## config.mk

```make
export PLATFORM = sky130hd
export DESIGN_NAME = data_memory_param_flat
export DESIGN_NICKNAME = d
export VERILOG_FILES = /design/src/rtl/data_memory_param_pkg.sv /design/src/rtl/data_memory_param_if.sv /design/src/rtl/data_memory_param_clear_ctrl.sv /design/src/rtl/data_memory_param.sv /design/src/flat_wrapper.sv
export SDC_FILE = /design/constraint.sdc
export NUM_CORES = 1
export LEC_CHECK = 0
export CAP_MARGIN = 10
export CORE_ASPECT_RATIO = 1.5
export CORE_UTILIZATION = 30
export CTS_CLUSTER_DIAMETER = 80
export DETAILED_ROUTE_END_ITERATION = 8
export SLEW_MARGIN = 5
export SYNTH_ARGS = -nofsm -noshare
export SYNTH_HDL_FRONTEND = slang
export SYNTH_SLANG_ARGS = --single-unit
```

## constraint.sdc

```tcl
create_clock -name clk -period 4.81 [get_ports clk]
set_input_delay 0.7215 -clock clk [delete_from_list [all_inputs] [get_ports clk]]
set_output_delay 0.7215 -clock clk [all_outputs]
set_load 0.1 [all_outputs]
```

## src/rtl/data_memory_param_pkg.sv

```systemverilog
// Shared types and helpers for the byte-writable data memory.
// Build option: PARITY_EN adds per-byte even parity storage and checking.
package dmem_pkg;

  typedef enum logic {
    CLEAR = 1'b0,
    IDLE  = 1'b1
  } state_t;

  function automatic int byte_cnt(input int dw);
    return dw / 8;
  endfunction

  function automatic logic even_par(input logic [7:0] b);
    return ^b;
  endfunction

endpackage

```

## src/rtl/data_memory_param_if.sv

```systemverilog
// Load/store port bundle between the memory stage and the data memory.
// Build option: PARITY_EN (parity_err is only meaningful when defined).
interface data_memory_param_if #(
  parameter int DATA_W = 16,
  parameter int ADDR_W = 6
);
  logic                  wr_en;
  logic                  rd_en;
  logic [DATA_W/8-1:0]   byte_en;
  logic [ADDR_W-1:0]     mem_address;
  logic [DATA_W-1:0]     data_in;
  logic                  clr_req;
  logic [DATA_W-1:0]     data_out;
  logic                  rd_valid;
  logic                  busy;
  logic                  addr_err;
  logic                  parity_err;

  modport master (
    output wr_en, rd_en, byte_en,
    output mem_address, data_in, clr_req,
    input  data_out, rd_valid, busy,
    input  addr_err, parity_err
  );

  modport slave (
    input  wr_en, rd_en, byte_en,
    input  mem_address, data_in, clr_req,
    output data_out, rd_valid, busy,
    output addr_err, parity_err
  );
endinterface

```

## src/rtl/data_memory_param_clear_ctrl.sv

```systemverilog
// Clear sequencer: walks every word once after reset or clr_req.
// Build option: PARITY_EN has no effect here.
module dmem_clear_ctrl
  import dmem_pkg::*;
#(
  parameter int ADDR_W = 6,
  parameter int DEPTH  = 64
) (
  input  logic              clk,
  input  logic              rst,
  input  logic              clr_req,
  output logic              busy,
  output logic [ADDR_W-1:0] clr_addr,
  output logic              clr_we
);

  localparam logic [ADDR_W-1:0] LAST =
    ADDR_W'(DEPTH - 1);

  state_t state;

  always_ff @(posedge clk or posedge rst) begin
    if (rst) begin
      state    <= CLEAR;
      busy     <= 1'b1;
      clr_addr <= '0;
    end else begin
      unique case (state)
        CLEAR: begin
          if (clr_addr == LAST) begin
            state    <= IDLE;
            busy     <= 1'b0;
            clr_addr <= '0;
          end else begin
            clr_addr <= clr_addr + 1'b1;
          end
        end
        IDLE: begin
          if (clr_req) begin
            state    <= CLEAR;
            busy     <= 1'b1;
            clr_addr <= '0;
          end
        end
      endcase
    end
  end

  assign clr_we = busy;

endmodule

```

## src/rtl/data_memory_param.sv

```systemverilog
// Byte-writable, registered-read data memory with hardware clear.
// Build option: PARITY_EN stores one even-parity bit per byte.
module data_memory_param
  import dmem_pkg::*;
#(
  parameter int DATA_W = 16,
  parameter int ADDR_W = 6,
  parameter int DEPTH  = 64
) (
  input logic               clk,
  input logic               rst,
  data_memory_param_if.slave bus
);

  localparam int NB = byte_cnt(DATA_W);

  logic [DATA_W-1:0] mem [DEPTH];

  logic              busy;
  logic              clr_we;
  logic [ADDR_W-1:0] clr_addr;

  dmem_clear_ctrl #(
    .ADDR_W (ADDR_W),
    .DEPTH  (DEPTH)
  ) u_clr (
    .clk      (clk),
    .rst      (rst),
    .clr_req  (bus.clr_req),
    .busy     (busy),
    .clr_addr (clr_addr),
    .clr_we   (clr_we)
  );

  logic              in_range;
  logic              acc;
  logic [NB-1:0]     wr_be;
  logic              user_we;
  logic [DATA_W-1:0] old_word;
  logic [DATA_W-1:0] new_word;

  assign in_range = {1'b0, bus.mem_address}
                  < (ADDR_W+1)'(DEPTH);
  assign acc      = !busy && in_range;
  assign wr_be    = (bus.wr_en && acc)
                  ? bus.byte_en : '0;
  assign user_we  = |wr_be;
  assign old_word = in_range
                  ? mem[bus.mem_address] : '0;

  // Merged word doubles as write-first read data.
  always_comb begin
    new_word = old_word;
    for (int i = 0; i < NB; i++) begin
      if (wr_be[i])
        new_word[8*i +: 8] = bus.data_in[8*i +: 8];
    end
  end

  always_ff @(posedge clk) begin
    if (clr_we)
      mem[clr_addr] <= '0;
    else if (user_we)
      mem[bus.mem_address] <= new_word;
  end

  logic [DATA_W-1:0] data_out;
  logic              rd_valid;
  logic              addr_err;

  always_ff @(posedge clk or posedge rst) begin
    if (rst) begin
      data_out <= '0;
      rd_valid <= 1'b0;
      addr_err <= 1'b0;
    end else begin
      rd_valid <= !busy && bus.rd_en;
      addr_err <= !busy && !in_range
                && (bus.wr_en || bus.rd_en);
      if (!busy && bus.rd_en)
        data_out <= in_range ? new_word : '0;
    end
  end

`ifdef PARITY_EN
  logic [NB-1:0] par [DEPTH];
  logic [NB-1:0] old_par;
  logic [NB-1:0] new_par;
  logic [NB-1:0] mism;
  logic          parity_err;

  assign old_par = in_range
                 ? par[bus.mem_address] : '0;

  // Freshly written bytes cannot mismatch.
  always_comb begin
    new_par = old_par;
    mism    = '0;
    for (int i = 0; i < NB; i++) begin
      if (wr_be[i])
        new_par[i] = even_par(bus.data_in[8*i +: 8]);
      else
        mism[i] = old_par[i]
                ^ even_par(old_word[8*i +: 8]);
    end
  end

  always_ff @(posedge clk) begin
    if (clr_we)
      par[clr_addr] <= '0;
    else if (user_we)
      par[bus.mem_address] <= new_par;
  end

  always_ff @(posedge clk or posedge rst) begin
    if (rst)
      parity_err <= 1'b0;
    else
      parity_err <= acc && bus.rd_en && (|mism);
  end

  assign bus.parity_err = parity_err;
`else
  assign bus.parity_err = 1'b0;
`endif

  assign bus.data_out = data_out;
  assign bus.rd_valid = rd_valid;
  assign bus.addr_err = addr_err;
  assign bus.busy     = busy;

endmodule

```

## src/flat_wrapper.sv

```systemverilog
// flat-port wrapper written by rule: the top's interface ports become plain ports
module data_memory_param_flat import dmem_pkg::*;
#(
  parameter int DATA_W = 16,
  parameter int ADDR_W = 6,
  parameter int DEPTH  = 64
)
  (clk, rst, bus_wr_en, bus_rd_en, bus_byte_en, bus_mem_address, bus_data_in, bus_clr_req, bus_data_out, bus_rd_valid, bus_busy, bus_addr_err, bus_parity_err);
  data_memory_param_if #(.DATA_W(DATA_W), .ADDR_W(ADDR_W)) bus_i ();
  input logic clk;
  input logic rst;
  input wire logic [$bits(bus_i.wr_en)-1:0] bus_wr_en;
  input wire logic [$bits(bus_i.rd_en)-1:0] bus_rd_en;
  input wire logic [$bits(bus_i.byte_en)-1:0] bus_byte_en;
  input wire logic [$bits(bus_i.mem_address)-1:0] bus_mem_address;
  input wire logic [$bits(bus_i.data_in)-1:0] bus_data_in;
  input wire logic [$bits(bus_i.clr_req)-1:0] bus_clr_req;
  output wire logic [$bits(bus_i.data_out)-1:0] bus_data_out;
  output wire logic [$bits(bus_i.rd_valid)-1:0] bus_rd_valid;
  output wire logic [$bits(bus_i.busy)-1:0] bus_busy;
  output wire logic [$bits(bus_i.addr_err)-1:0] bus_addr_err;
  output wire logic [$bits(bus_i.parity_err)-1:0] bus_parity_err;
  assign bus_i.wr_en = bus_wr_en;
  assign bus_i.rd_en = bus_rd_en;
  assign bus_i.byte_en = bus_byte_en;
  assign bus_i.mem_address = bus_mem_address;
  assign bus_i.data_in = bus_data_in;
  assign bus_i.clr_req = bus_clr_req;
  assign bus_data_out = bus_i.data_out;
  assign bus_rd_valid = bus_i.rd_valid;
  assign bus_busy = bus_i.busy;
  assign bus_addr_err = bus_i.addr_err;
  assign bus_parity_err = bus_i.parity_err;
  data_memory_param #(.DATA_W(DATA_W), .ADDR_W(ADDR_W), .DEPTH(DEPTH)) u_core (.clk(clk), .rst(rst), .bus(bus_i));
endmodule
```

==> impl_metrics.ini <==
[global_routing]
grt_pass1_wl_um = 154300
grt_pass1_vias = 20960
groute.usage.overall_pct = 16.03
grt_max_degree = 95
globalRouteOverflowTotal = 0
antenna_found_initial = 2

[routing]
wl_met1_um = 39770
drcViolationCount = 3
first_pass_iters = 7
top_layer_used = met4
ant_nets = 0
via_per_inst = 5.169
drt_iter0_drc = 2021
wl_um = 109000
vias = 20150
wire_per_inst_um = 27.96
wl_met2_um = 58430
wl_met3_um = 6785

[logic_synthesis]
synth-xor-area-share_pct = 0.06498
synth_top_family_by_area = multiplexers
synth_area_per_cell_um2 = 21.31
syn-instance-count = 1897
synth_simple_gate_area_share_pct = 2.599
ys_seq_area_share_pct = 77.60
synth_mux_area_share_pct = 14.34
synth-main-ff-cell = edfxtp_1
synth_edf_count = 1024
yosysUniqueCellTypes = 48
synth_seq_cells = 1049
synth_area_um2 = 40430
synth_compound_area_share_pct = 3.983
async_flop_share_pct = 2.383
yosys_warnings = 0
synthAdderAreaFrac_pct = 0.03094

[power_and_ir_drop]
vdd_drop_max_v = 0.0003486
p_int_w = 0.01573
p_switching_w = 0.005848
p_total_w = 0.02157
power.density_nw_per_um2 = 458.1
p_clk_share_pct = 33.8
swShare_pct = 27.11
p_comb_share_pct = 14.1
p_leak_nw = 14.73
seqPwrFrac_pct = 52.0

[timing]
layout_setup_ws_ps = 1114
layout_min_cycle_time_ps = 3696
timing.hold.ws_ps = 430.1
finalSetupViolCount = 0
fmax_ghz = 0.2705
slew_violations = 0
tightestPinTransition_ps = 1079
hold_viol = 0
setup_tns_ps = 0
rsz0062_at_grt = false
relSlewSlack_pct = 28.09
period_share_pct = 76.85
skew_ps = 40.21

[finish]
stdcell_count = 3898
final_cell_mix = 1,024 x edfxtp_1, 256 x mux4_2, 140 x buf_4, 114 x a22oi_1
seq_area_um2 = 31380
n_antenna_cell = 0
final_common_cell = edfxtp_1
multi_input_area_um2 = 8715
fillers = 12210
area_delta_synth_final_pct = 16.46
nNetsFinal = 2112
drive_gt1_share_pct = 27.70

[placed_design]
dp_hpwl_um = 69200
dp.cells = 3737
dp_slack_ps = 434.2
place_congestion = 0.8238
port_buffers = 46

[worst_setup_path]
worstPathArrival_ps = 4140
cp_num_cells = 9
crit_top_cell = buf_4
rr_startpoint = u_core.u_clr.busy
path_class = input port to register
rrSetupSlack_ps = 1580
reg2regPathDepth = 5
cp_data_required_time_ps = 5250
path_delay_family = buffers and inverters
worstPathMaxFanout = 32
crit_chain = clkdlybuf4s50_1 -> nor2_4 -> buf_4 -> buf_4 -> a22oi_1 -> a21oi_1 -> nor4_2 -> o21ai_4 -> buf_4
critPathCaptureType = register
crit_path_start_kind = input port
path_buf_inv = 4
timing.rr.end = u_core.mem[5][15]
crit_end = u_core.mem[47][3]
startpoint = bus_mem_address[3]
max_stage_delay_ps = 640
cp_slowest_cell = clkdlybuf4s50_1

[clocking]
cts_buffers = 86
clock_path_buffers = 3
cts.sinks = 1049
root_buffer = clkbuf_16
clock_latency_ps = 710
cts_tree = yes
postCtsHoldBufs = 0
htreeDepth = 3
cts_setup_buffers = 0
post_cts_resize_count = 0
cts.reportedPaths.clkPinSlew_ps = 80

[job]
max_cap_viol_count = 0

[outcome]
status = finished, violations left
violations = design-rule violations

[floorplan]
io_pins = 49
rows = 164
die_w_um = 301.8
core_area_um2 = 133400
die_y_um = 451.6
dieArea_um2 = 136300
initial_utilization_pct = 30.32

[hold_path]
holdCritPathClass = input port to asynchronous set/reset pin
==> metrics by stage <==
| stage | utilization, % | area (um^2) |
|---|---|---|
| after detailed placement | 33.11 | 44150 |
| after global placement | 33.11 | 44150 |
| final | 35.30 | 47090 |
| after global routing | 35.30 | 47090 |
| after floorplan | - | 40440 |
| after CTS | 35.30 | 47090 |
==> state kept, by name (all words and copies together) (netlist names) <==
register and cells:
u_core.u_clr.busy 1, u_core.u_clr.state 1, u_core.bus.rd_valid 1, u_core.mem 1024, u_core.u_clr.clr_addr 6, u_core.bus.data_out 16
==> routing by layer <==
layer  up-vias  track usage (%)
li1       8313                -
met1     10890            18.70
met2       806            29.12
met3       139            2.607
met4         0            6.234
met5         -                0
==> cells by family after synthesis <==
kind of cell    after synthesis
compound gates              252
other cells                   1
xor+xnor                      3
buf+inv                     114
fa+ha+maj                     1
flops                      1049
mux                         259
simple gates                218
==> worst register-to-register path: stages (launching register included) <==
cell	delay [ps]
dfstp_2	430
nor2b_1	280
o21a_1	630
nand2_1	690
o21ai_4	490
buf_4	440
==> power groups by stage <==
stage                     sequential [W]  clock, W  combinational, W
after global placement            0.0114         0           0.00299
final                             0.0112   0.00730           0.00305
after CTS                         0.0112   0.00742           0.00307
after global routing              0.0113   0.00771           0.00321
after floorplan                   0.0118         0           0.00138
after detailed placement          0.0114         0           0.00306
==> cell type report <==
cell class                      count  share of cell area (%)
Tap cell                         1743                   4.631
Multi-Input combinational cell    735                   18.51
Timing Repair Buffer              203                   3.943
Inverter                            7                 0.05580
Sequential cell                  1049                   66.63
Clock buffer                       96                   4.650
Clock inverter                     65                   1.581
==> worst min path at each step <==
stage | start | endpoint | slack [ps] | depth (start not counted)
after floorplan | u_core.u_clr.state | u_core.u_clr.clr_addr[0] | 560 | 2
after global placement | u_core.bus.data_out[13] | u_core.bus.data_out[13] | 570 | 2
after detailed placement | u_core.bus.data_out[13] | u_core.bus.data_out[13] | 560 | 2
after CTS | rst | u_core.bus.data_out[0] | 380 | 3
after global routing | rst | u_core.bus.data_out[0] | 460 | 3
final | rst | u_core.bus.data_out[0] | 430 | 3
==> cells in the mapped netlist (6+ instances only) <==
| cell | n | area [um^2] |
|---|---|---|
| o21ai_1 | 28 | 140.1 |
| o22ai_1 | 10 | 62.56 |
| o21ai_0 | 7 | 35.03 |
| inv_1 | 6 | 22.52 |
| nand3_1 | 10 | 50.05 |
| nand2b_1 | 7 | 43.79 |
| buf_6 | 9 | 101.4 |
| nor2_1 | 90 | 337.8 |
| edfxtp_1 | 1024 | 30750 |
| buf_4 | 11 | 82.58 |
| mux4_2 | 256 | 5766 |
| nand2_1 | 69 | 259.0 |
| dfrtp_1 | 24 | 600.6 |
| clkbuf_1 | 58 | 217.7 |
| a21oi_1 | 73 | 365.4 |
| buf_1 | 13 | 48.80 |
| nor4_2 | 14 | 175.2 |
| buf_2 | 16 | 80.08 |
| a22oi_1 | 114 | 855.8 |
Power figures use the tool's default switching activity.
